$ cat config.mk
export PLATFORM = sky130hd
export DESIGN_NAME = hazard_stall_ctrl
export DESIGN_NICKNAME = d
export VERILOG_FILES = /design/src/rtl/hazard_stall_ctrl.sv
export SDC_FILE = /design/constraint.sdc
export NUM_CORES = 1
export LEC_CHECK = 0
export BUFFER_PORTS_ARGS = -buffer_cell sky130_fd_sc_hd__buf_2
export CAP_MARGIN = 15
export CORE_ASPECT_RATIO = 0.75
export CORE_MARGIN = 2
export CORE_UTILIZATION = 30
export CTS_CLUSTER_DIAMETER = 40
export CTS_CLUSTER_SIZE = 30
export DETAILED_ROUTE_END_ITERATION = 10
export PLACE_DENSITY = 0.63
export SYNTH_ARGS = -nofsm -noshare
export SYNTH_HDL_FRONTEND = slang
export SYNTH_SLANG_ARGS = --single-unit
$ cat constraint.sdc
create_clock -name clk -period 2.5 [get_ports clk]
set_input_delay 0.25 -clock clk [delete_from_list [all_inputs] [get_ports clk]]
set_output_delay 0.25 -clock clk [all_outputs]
set_load 0.01 [all_outputs]
$ cat src/rtl/hazard_stall_ctrl.sv
// Pipeline stall controller: load-use scoreboard (EX/MEM) plus a mul/div occupancy FSM driving the StallBus.
// Optional performance counters are enabled by defining HAZARD_PERF_EN.
module hazard_stall_ctrl #(
    parameter int unsigned MULDIV_LAT   = 4,
    parameter int unsigned LOAD_BUBBLES = 1
) (
    input  logic        clk,
    input  logic        rst,
    input  logic        id_valid,
    input  logic [4:0]  id_rs,
    input  logic [4:0]  id_rt,
    input  logic        id_rs_used,
    input  logic        id_rt_used,
    input  logic        id_we,
    input  logic [4:0]  id_waddr,
    input  logic        id_is_load,
    input  logic        id_is_muldiv,
    input  logic        ex_stallreq,
    output logic [5:0]  stall,
    output logic        muldiv_busy,
    output logic [31:0] perf_lu_cnt,
    output logic [31:0] perf_md_cnt
);

    typedef enum logic {IDLE, BUSY} md_state_t;

    md_state_t   state, state_nxt;
    logic [5:0]  cnt, cnt_nxt;
    logic        ex_ld_v, mem_ld_v;
    logic [4:0]  ex_ld_addr, mem_ld_addr;
    logic        hit_ex, hit_mem, lu, md_hold;

    // $0 is excluded explicitly even though the scoreboard never records it.
    assign hit_ex  = id_valid & ex_ld_v & (ex_ld_addr != 5'd0) &
                     ((id_rs_used & (id_rs == ex_ld_addr)) | (id_rt_used & (id_rt == ex_ld_addr)));
    assign hit_mem = id_valid & mem_ld_v & (mem_ld_addr != 5'd0) &
                     ((id_rs_used & (id_rs == mem_ld_addr)) | (id_rt_used & (id_rt == mem_ld_addr)));
    assign lu      = hit_ex | ((LOAD_BUBBLES == 2) & hit_mem);
    assign md_hold = (state == BUSY) | ex_stallreq;

    assign muldiv_busy = (state == BUSY);

    always_ff @(posedge clk or posedge rst) begin
        if (rst) begin
            ex_ld_v     <= 1'b0;
            ex_ld_addr  <= '0;
            mem_ld_v    <= 1'b0;
            mem_ld_addr <= '0;
        end else begin
            if (!stall[2]) begin
                ex_ld_v    <= id_valid & id_is_load & id_we & (id_waddr != 5'd0);
                ex_ld_addr <= id_waddr;
            end else if (!stall[3]) begin
                ex_ld_v <= 1'b0;
            end

            if (!stall[3]) begin
                mem_ld_v    <= ex_ld_v;
                mem_ld_addr <= ex_ld_addr;
            end else if (!stall[4]) begin
                mem_ld_v <= 1'b0;
            end
        end
    end

    always_ff @(posedge clk or posedge rst) begin
        if (rst) begin
            state <= IDLE;
            cnt   <= '0;
        end else begin
            state <= state_nxt;
            cnt   <= cnt_nxt;
        end
    end

    always_comb begin
        state_nxt = state;
        cnt_nxt   = cnt;
        stall     = '0;

        if (md_hold) begin
            stall = 6'b001111;
        end else if (lu) begin
            stall = 6'b000111;
        end

        // Counts wall-clock cycles; external EX stalls do not pause it.
        case (state)
            IDLE: begin
                if ((MULDIV_LAT > 1) && !stall[2] && id_valid && id_is_muldiv) begin
                    state_nxt = BUSY;
                    cnt_nxt   = 6'(MULDIV_LAT - 1);
                end
            end
            BUSY: begin
                cnt_nxt = cnt - 6'd1;
                if (cnt == 6'd1) begin
                    state_nxt = IDLE;
                end
            end
            default: begin
                state_nxt = IDLE;
                cnt_nxt   = '0;
            end
        endcase
    end

`ifdef HAZARD_PERF_EN
    logic [31:0] lu_cnt, md_cnt;

    always_ff @(posedge clk or posedge rst) begin
        if (rst) begin
            lu_cnt <= '0;
            md_cnt <= '0;
        end else if (md_hold) begin
            md_cnt <= md_cnt + 32'd1;
        end else if (lu) begin
            lu_cnt <= lu_cnt + 32'd1;
        end
    end

    assign perf_lu_cnt = lu_cnt;
    assign perf_md_cnt = md_cnt;
`else
    assign perf_lu_cnt = '0;
    assign perf_md_cnt = '0;
`endif

endmodule

* Word level (Yosys, flattened, before mapping)
Index checks and enable logic that the tools add are counted.
** Storage, ports and cells
- Flip-flop bits (word level) :: 13
- Output and inout bits :: 71
- Logic and storage cells :: 35
** Operators by class
- $add $sub $neg :: 1
- Equality and inequality tests :: 5
- Muxes and demuxes :: 9
- Bitwise gates (word level) :: 11
- Reduce and logical (&&, ||, !) cells :: 5
** Operators by type and width (count)
- $pmux W6 S2 :: 1
- $eq A5 B5 Y1 :: 2
- $reduce_bool A5 Y1 :: 2
- $and A1 B1 Y1 :: 8
- $eq A6 B1 Y1 const B :: 1
- $mux W6 :: 1
- $sub A6 B1 Y6 const B :: 1
- $mux W1 :: 4
- $mux W4 :: 1
- $ne A2 B2 Y1 const B :: 2
- $mux W3 :: 1
- $logic_and A1 B1 Y1 :: 2
- $or A1 B1 Y1 :: 2
- $pmux W1 S2 :: 1
- $logic_not A1 Y1 :: 1
- $not A1 Y1 :: 1

* Depth between registers and ports, before layout
Gate-level depths: netlist (run 1).
- Depth after elaboration :: 11
- Mapped depth :: 6

* Least setup slack after synthesis (run 1)
Ideal clock, no wire load.
- Path type :: reg-to-reg
- Start :: reg ex_ld_addr[3]
- End :: reg ex_ld_addr[0]
- Setup time :: 0.125 ns
- Arrival :: 1.816 ns
- Data required time :: 2.375 ns
- Setup slack :: 0.560 ns
- Cell stages (with the launch flop) :: 6
- Path buffers :: 0
- Path through :: dfrtp_1 > xor2_1 > nor4_1 > a32oi_1 > o31ai_4 > mux2_2
** Between the ends
- Word-level cells in the longest chain between the ends :: 6
- Elaborated cells between the ends (all ways) :: 10
** Ends and longest elaborated chain
- start, declared :: line 30 : logic [4:0] ex_ld_addr, mem_ld_addr;
- start signal, assigned :: line 52 : ex_ld_addr <= id_waddr;
- $eq A5 B5 Y1 :: line 35 : ((id_rs_used & (id_rs == ex_ld_addr)) | (id_rt_used & (id_rt == ex_ld_addr)));
- $and A1 B1 Y1 :: line 35
- $or A1 B1 Y1 :: line 35
- $and A1 B1 Y1 * :: line 34 : assign hit_ex = id_valid & ex_ld_v & (ex_ld_addr != 5'd0) &
- $mux W3 * :: line 83 : end else if (lu) begin
- $mux W4 * :: line 81 : if (md_hold) begin
Every way passes the cells marked *; elsewhere a longest branch is shown, timed or not.
A chain may end at the register's enable or synchronous reset.

* Worst setup path in the final report (run 1)
- Start :: reg ex_ld_addr[3]
- End :: out stall[0]
** Between the ends
- Word-level cells in the longest chain between the ends :: 6
- Elaborated cells between the ends (all ways) :: 10
** Ends and longest elaborated chain
- $eq A5 B5 Y1 :: line 35
- $and A1 B1 Y1 :: line 35
- $or A1 B1 Y1 :: line 35
- $and A1 B1 Y1 * :: line 34
- $mux W3 * :: line 83
- $mux W4 * :: line 81
- end, declared :: line 19 : output logic [5:0] stall,
Marked as above.

==> results.cfg, run 1 <==
[floorplanning]
die_area_um2 = 4810
start_util_pct = 31.3
die_x_um = 79.4
num_rows = 20
core_area_um2 = 4080
die_h_um = 60.5
ios = 95

[logic_synthesis]
synth_cells = 143
synth_edf_count = 0
avgSynthCellArea_um2 = 8.94
yosysTopAreaCell = buf_4
synth_common_cells = buf_4 (69), dfrtp_1 (13), xor2_1 (9)
yosysSeqAreaShare_pct = 25.4
synth.ff_latch_count = 13
synthArstFlopShare_pct = 100
synth_most_common_cell = buf_4
ys.flop_type = dfrtp_1
synth.cell_area_um2 = 1280
synth.lib_cells_used.distinct = 27
ys_top_cells_by_area = buf_4 (41%), dfrtp_1 (25%), xor2_1 (6.2%)
synth_top_area_share_pct = 40.5
yosysWarnings = 0

[timing]
setup_violations = 0
rsz0062_at_grt = false
fin_ws_ns = 0.245
max_clock_freq_mhz = 444
relSlewSlack_pct = 65.5
finalHoldViolCount = 0
slew_viol_final = 0
worst_pin_slew_ns = 0.518
setup_tns_ns = 0
period_share_pct = 90.2
hold_ws_ns = 0.0192
period_minus_slack_ns = 2.25
fin_skew_ns = 0.00528

[drt]
ant_nets = 0
vias = 783
drc = 0
post_drt_wl_per_cell_um = 8.92
drt_iter0_markers = 47
wl_mm = 2.01
met1Wirelength_um = 812
met3WireLength_um = 193
drtPass1Iterations = 4
vias_per_cell = 3.48
met2_length_um = 978
dr.max_layer_used = met4

[setup_path]
arrival_ns = 2.00
critPathMaxStageDelay_ns = 0.43
critPathRequiredTime_ns = 2.25
critPathKind = reg -> out
crit_path_cell_trace = xor2_1, nor4_1, a32oi_1, o31ai_4, buf_2
critPathMaxFanout = 8
critPathLaunchType = register
slowest_stage = dfrtp_1
cp-end-kind = primary output

[clock_network]
cts_tree = done
cts.root.buffer_cell = clkbuf_8
ctsHoldBuffers = 0
clockBufferDepth = 2
clock_sinks = 13
cts_resized = 0
postCtsSetupBuffers = 0
clkTransAtPathRegs_ns = 0.06
insertion_delay_ns = 0.25
htreeDepth = 1
cts_made_buffers = 3

[power_and_ir_drop]
power.leakage_nw = 0.669
p_per_area_nw_per_um2 = 852
vdd_ir_drop_max_v = 0.000280

[final_layout]
syn2layout_area_growth_pct = -1.86
diodes = 0
drive_gt1_share_pct = 22.9
fin_nets = 197
final_area_um2 = 1250

[placed_design]
dpl_cell_area_um2 = 1210
place.gp.congestion = 0.682
pre_cts_ws_ns = 0.462
dp_hpwl_mm = 1.71
numPortBuffers = 28

[flow_run]
drv_cap = 0

[global_routing]
grt_remaining_overflow = 0
grt_max_degree = 14
track_usage_pct = 8.59
antenna_found_initial = 0
grt_pass1_vias = 682
grt_pass1_wl_mm = 3.07

[min_path]
hold_class = in -> async

[status]
status = finished, final reports clean
## metrics by stage
step / instances / utilization, % / total power [mW]
finish: 225 / 30.8 / 1.07
floorplan: 208 / - / 0.858
CTS: 225 / 30.8 / 1.08
global placement: 221 / 29.7 / 0.863
global route: 225 / 30.8 / 1.18
detailed placement: 221 / 29.7 / 0.878
## logic make-up (layout without fill, tap and decap cells)
kind of cell,Yosys count,count (layout),share of synthesized area (%)
buffers and inverters,75,37,42.3
adder cells (fa/ha/maj),2,2,1.96
multiplexers,5,5,4.40
XOR/XNOR,14,14,9.59
AO/OA/AOI/OAI,10,10,7.05
flip-flops,13,13,25.4
AND/OR/NAND/NOR,23,23,9.00
other,1,66,0.293
## worst paths after layout
path	depth (start not counted)	endpoint	start	slack, ns
max	5	stall[0]	ex_ld_addr[3]	0.25
min	2	cnt[4]	rst	0.02
max reg2reg	5	ex_ld_addr[4]	ex_ld_addr[3]	0.46
min reg2reg	2	ex_ld_v	ex_ld_v	0.50
max in group asynchronous	2	ex_ld_v	rst	2.13
min in group clk	2	ex_ld_addr[3]	id_waddr[3]	0.24
## layout make-up
class	instances	area [um^2]
clock buffer	4	45.0
sequential	13	325
multi-input combinational	120	657
timing repair buffer	28	140
inverter	5	18.8
tap	55	68.8
fill	435	2820
## per-layer routing
metal,GRT usage [%],up-vias
li1,-,379
met1,10.2,355
met2,14.5,44
met3,3.87,5
met4,2.22,0
met5,0,-
## placed cells by master, fill, tap and decap left out
cell type	instances
o211ai_1	2
nor2_1	7
inv_1	5
a32oi_1	1
xnor2_1	5
clkbuf_1	1
mux2_2	5
ha_1	2
nand3b_1	1
nor3_1	2
or2_2	1
dfrtp_1	13
nand2_1	5
nor4_1	2
nand2b_1	1
conb_1	66
xor2_1	9
o21ai_2	1
o21ai_0	2
a21o_1	1
o2111a_1	1
and2_0	1
o21a_1	1
o31ai_4	1
clkbuf_8	3
and3_1	1
or4_1	2
buf_2	28
## worst max-delay path, delay by kind of cell (launching register included)
kind                      cells  cell delay (ns)
DFF                           1             0.43
and+or+nand+nor               1             0.27
AOI/OAI and AO/OA             2             0.67
xor gates and xnor gates      1             0.18
buffers and inverters         1             0.21
## where the power goes
part	internal [mW]	switching, mW	total (mW)
Clock	0.113	0.0855	0.198
Sequential	0.314	0.120	0.434
Combinational	0.210	0.226	0.436
## sequential cells by signal, indices dropped and copies added (netlist names)
signal	count
ex_ld_v	1
muldiv_busy	1
cnt	6
ex_ld_addr	5
No activity file was read; power rests on OpenSTA's default activity.
==> inputs of run 2 (changes only) <==
- CORE_UTILIZATION: 30 -> 40
- PLACE_DENSITY: 0.63 -> 0.8
==> results.cfg, run 2 (synthesized netlist as in run 1, its figures left out) <==
[power_and_ir_drop]
power.leakage_nw = 0.669
vdd_ir_drop_max_v = 0.000337
finalPower_mw = 1.06
p_per_area_nw_per_um2 = 861

[final_layout]
reg_top3 = cnt: 6 flops, ex_ld_addr: 5 flops
largest_register = cnt
fin_nets = 197
syn2layout_area_growth_pct = -3.52
fill_cells = 322
finalNonFillerCells = 208
final_area_um2 = 1230
largest_register_ffs = 6
layout.cells.most_common = conb_1
layout_common_cells = conb_1 (66), buf_2 (28), dfrtp_1 (13)
drive_gt1_share_pct = 22.9
diodes = 0
final_util_pct = 41.1

[floorplanning]
num_rows = 17
die_x_um = 69.3
start_util_pct = 42.6
die_h_um = 53.0
die_area_um2 = 3670
ios = 95
core_area_um2 = 3000

[placed_design]
dpl_cell_area_um2 = 1190
place.gp.congestion = 0.804
dp.cells = 204
dp_hpwl_mm = 1.67
numPortBuffers = 28
pre_cts_ws_ns = 0.444

[setup_path]
path_buf_inv = 1
critPathMaxFanout = 8
slowest_stage = o31ai_4
critPathKind = reg -> out
cp-end-kind = primary output
critPathLaunchType = register
critPathTopFamily = compound AO/OA/AOI/OAI gates
critPathRequiredTime_ns = 2.25
arrival_ns = 2.04
critPathMaxStageDelay_ns = 0.44
r2r_setup_slack_ns = 0.42
crit_path_cell_trace = xor2_1, nor4_1, a32oi_1, o31ai_4, buf_2

[clock_network]
insertion_delay_ns = 0.24
cts_resized = 0
clock_sinks = 13
ctsHoldBuffers = 0
clkTransAtPathRegs_ns = 0.06
cts_tree = done
cts.root.buffer_cell = clkbuf_8
clockBufferDepth = 2
htreeDepth = 1
postCtsSetupBuffers = 0
cts_made_buffers = 3

[global_routing]
track_usage_pct = 10.2
grt_max_degree = 14
grt_remaining_overflow = 0
use_met1_pct = 12.2
grt_pass1_wl_mm = 2.90
busiest_layer = met2
met3_usage_pct = 4.57
grt_pass1_vias = 632
grt_use_met2_pct = 17.1
antenna_found_initial = 0

[status]
status = finished, final reports clean

[timing]
finalHoldViolCount = 0
rsz0062_at_grt = false
setup_tns_ns = 0
fin_skew_ns = 0.00121
fin_ws_ns = 0.207
period_minus_slack_ns = 2.29
hold_ws_ns = 0.0308
slew_viol_final = 0
relSlewSlack_pct = 65.5
worst_pin_slew_ns = 0.517
setup_violations = 0
period_share_pct = 91.7
max_clock_freq_mhz = 436

[drt]
drt_iter0_markers = 16
ant_nets = 0
vias_per_cell = 3.67
post_drt_wl_per_cell_um = 9.51
drtPass1Iterations = 4
vias = 764
wl_mm = 1.98
drc = 0

[min_path]
hold_class = in -> async

[flow_run]
drv_cap = 0
-- run 2: worst register-to-register path, stage by stage, from the launching register on --
cell and delay [ns]:
dfrtp_1 0.43, xor2_1 0.18, nor4_1 0.28, a32oi_1 0.24, o31ai_4 0.44, mux2_2 0.39
-- run 2: final timing paths --
path                               start            end  depth (start not counted)
min in group clk             id_waddr[2]  ex_ld_addr[2]                          2
setup reg to reg           ex_ld_addr[2]  ex_ld_addr[3]                          5
setup / recovery           ex_ld_addr[2]       stall[0]                          5
hold / removal                       rst         cnt[4]                          2
hold reg to reg                  ex_ld_v        ex_ld_v                          2
max in group asynchronous            rst         cnt[1]                          2
-- run 2: layout make-up --
cell class	instances	area (um^2)	share of cell area, %
multi-input combinational	120	657	53.2
sequential	13	325	26.4
timing repair buffer	28	140	11.4
tap	38	47.5	3.85
clock buffer	4	45.0	3.65
inverter	5	18.8	1.52
-- run 2: where the power goes --
part	switching (mW)	internal, mW
Sequential	0.124	0.314
Clock	0.0775	0.113
Combinational	0.224	0.210
-- run 2: layer usage --
metal	up-vias	routed length [um]
li1	379	-
met1	342	788
met2	43	1000
met3	0	186
met4	0	0
met5	-	0
==> inputs of run 3 (changes only) <==
- BUFFER_PORTS_ARGS: -buffer_cell sky130_fd_sc_hd__buf_2 -> -buffer_cell sky130_fd_sc_hd__buf_4
==> results.cfg, run 3 (synthesized netlist as in run 1, its figures left out) <==
[status]
status = finished, final reports clean

[clock_network]
cts_made_buffers = 3
cts_resized = 0
cts_tree = done
cts.root.buffer_cell = clkbuf_8
postCtsSetupBuffers = 0
insertion_delay_ns = 0.24
ctsHoldBuffers = 0
clock_sinks = 13
clkTransAtPathRegs_ns = 0.06
clockBufferDepth = 2
htreeDepth = 1

[timing]
period_share_pct = 93.2
period_minus_slack_ns = 2.33
finalHoldViolCount = 0
fin_skew_ns = 0.000966
rsz0062_at_grt = false
setup_tns_ns = 0
setup_violations = 0
slew_viol_final = 0
max_clock_freq_mhz = 429

[global_routing]
met3_usage_pct = 5.14
grt_pass1_vias = 668
use_met1_pct = 12.5
busiest_layer = met2
grt_remaining_overflow = 0
antenna_found_initial = 0
grt_max_degree = 14
track_usage_pct = 10.8
grt_pass1_wl_mm = 2.99
grt_use_met2_pct = 18.1

[drt]
post_drt_wl_per_cell_um = 9.59
wl_mm = 2.00
drc = 0
ant_nets = 0
drtPass1Iterations = 3
drt_iter0_markers = 21
vias_per_cell = 3.73
vias = 776

[setup_path]
critPathRequiredTime_ns = 2.25
critPathKind = reg -> out
arrival_ns = 2.08
critPathMaxFanout = 8
critPathLaunchType = register
cp-end-kind = primary output

[placed_design]
numPortBuffers = 28
place.gp.congestion = 0.771
dpl_cell_area_um2 = 1260
dp_hpwl_mm = 1.73
dp.cells = 204

[final_layout]
syn2layout_area_growth_pct = 1.96
final_area_um2 = 1300
reg_top3 = cnt: 6 flops, ex_ld_addr: 5 flops
final_util_pct = 43.5
diodes = 0
largest_register_ffs = 6
finalNonFillerCells = 208
largest_register = cnt
layout.cells.most_common = conb_1
drive_gt1_share_pct = 22.9
fin_nets = 197
fill_cells = 321
layout_common_cells = conb_1 (66), buf_4 (28), dfrtp_1 (13)

[floorplanning]
ios = 95
start_util_pct = 42.6
die_h_um = 53.0
die_x_um = 69.3
core_area_um2 = 3000
num_rows = 17
die_area_um2 = 3670

[power_and_ir_drop]
p_per_area_nw_per_um2 = 832
power.leakage_nw = 0.696
vdd_ir_drop_max_v = 0.000400

[flow_run]
drv_cap = 0

[min_path]
hold_class = in -> async
[run 3: cell types whose count changed in the layout (fill, tap and decap cells not counted)]
cell,change
buf_2,-28
buf_4,+28
[run 3: report_power, final]
group	switching (mW)	internal [mW]
Sequential	0.120	0.314
Combinational	0.226	0.234
Clock	0.0770	0.113
Total	0.424	0.661
[run 3: final timing paths]
| kind | slack (ns) | start | cells after the start | to |
|---|---|---|---|---|
| setup / recovery | 0.17 | ex_ld_addr[3] | 5 | stall[2] |
| hold / removal | 0.03 | rst | 2 | cnt[4] |
| setup reg to reg | 0.37 | ex_ld_addr[3] | 5 | ex_ld_addr[3] |
| hold reg to reg | 0.52 | ex_ld_v | 2 | ex_ld_v |
| max in group asynchronous | 2.13 | rst | 2 | ex_ld_v |
| min in group clk | 0.24 | id_waddr[1] | 2 | ex_ld_addr[1] |
[run 3: metal layers]
layer	wire, um	share of wire (%)	vias to the layer above
met5	0	0	-
met4	33	1.7	0
met3	177	8.9	4
met2	1040	52	43
met1	748	37	349
li1	-	-	380
[run 3: worst max-delay path: stages, from the launching register on]
cell and delay [ns]:
dfrtp_1 0.41, xor2_1 0.17, nor4_1 0.33, a32oi_1 0.25, o31ai_4 0.45, buf_4 0.21
[run 3: cell type report]
cell class / instances / area, um^2 / area share (%)
well taps: 38 / 47.5 / 3.65
flip-flops and latches: 13 / 325 / 25.0
clock buffers: 4 / 45.0 / 3.45
multi-input cells: 120 / 657 / 50.4
inverters: 5 / 18.8 / 1.44
repair buffers: 28 / 210 / 16.1
[run 3: stage by stage]
stage	worst slack (ns)	hold WS [ns]	power (mW)
after floorplan	0.560	0.127	0.858
after global placement	0.485	0.306	0.883
after detailed placement	0.362	0.318	0.902
after CTS	0.156	0.0508	1.10
after global routing	0.0289	0.0947	1.19
final	0.170	0.0306	1.08
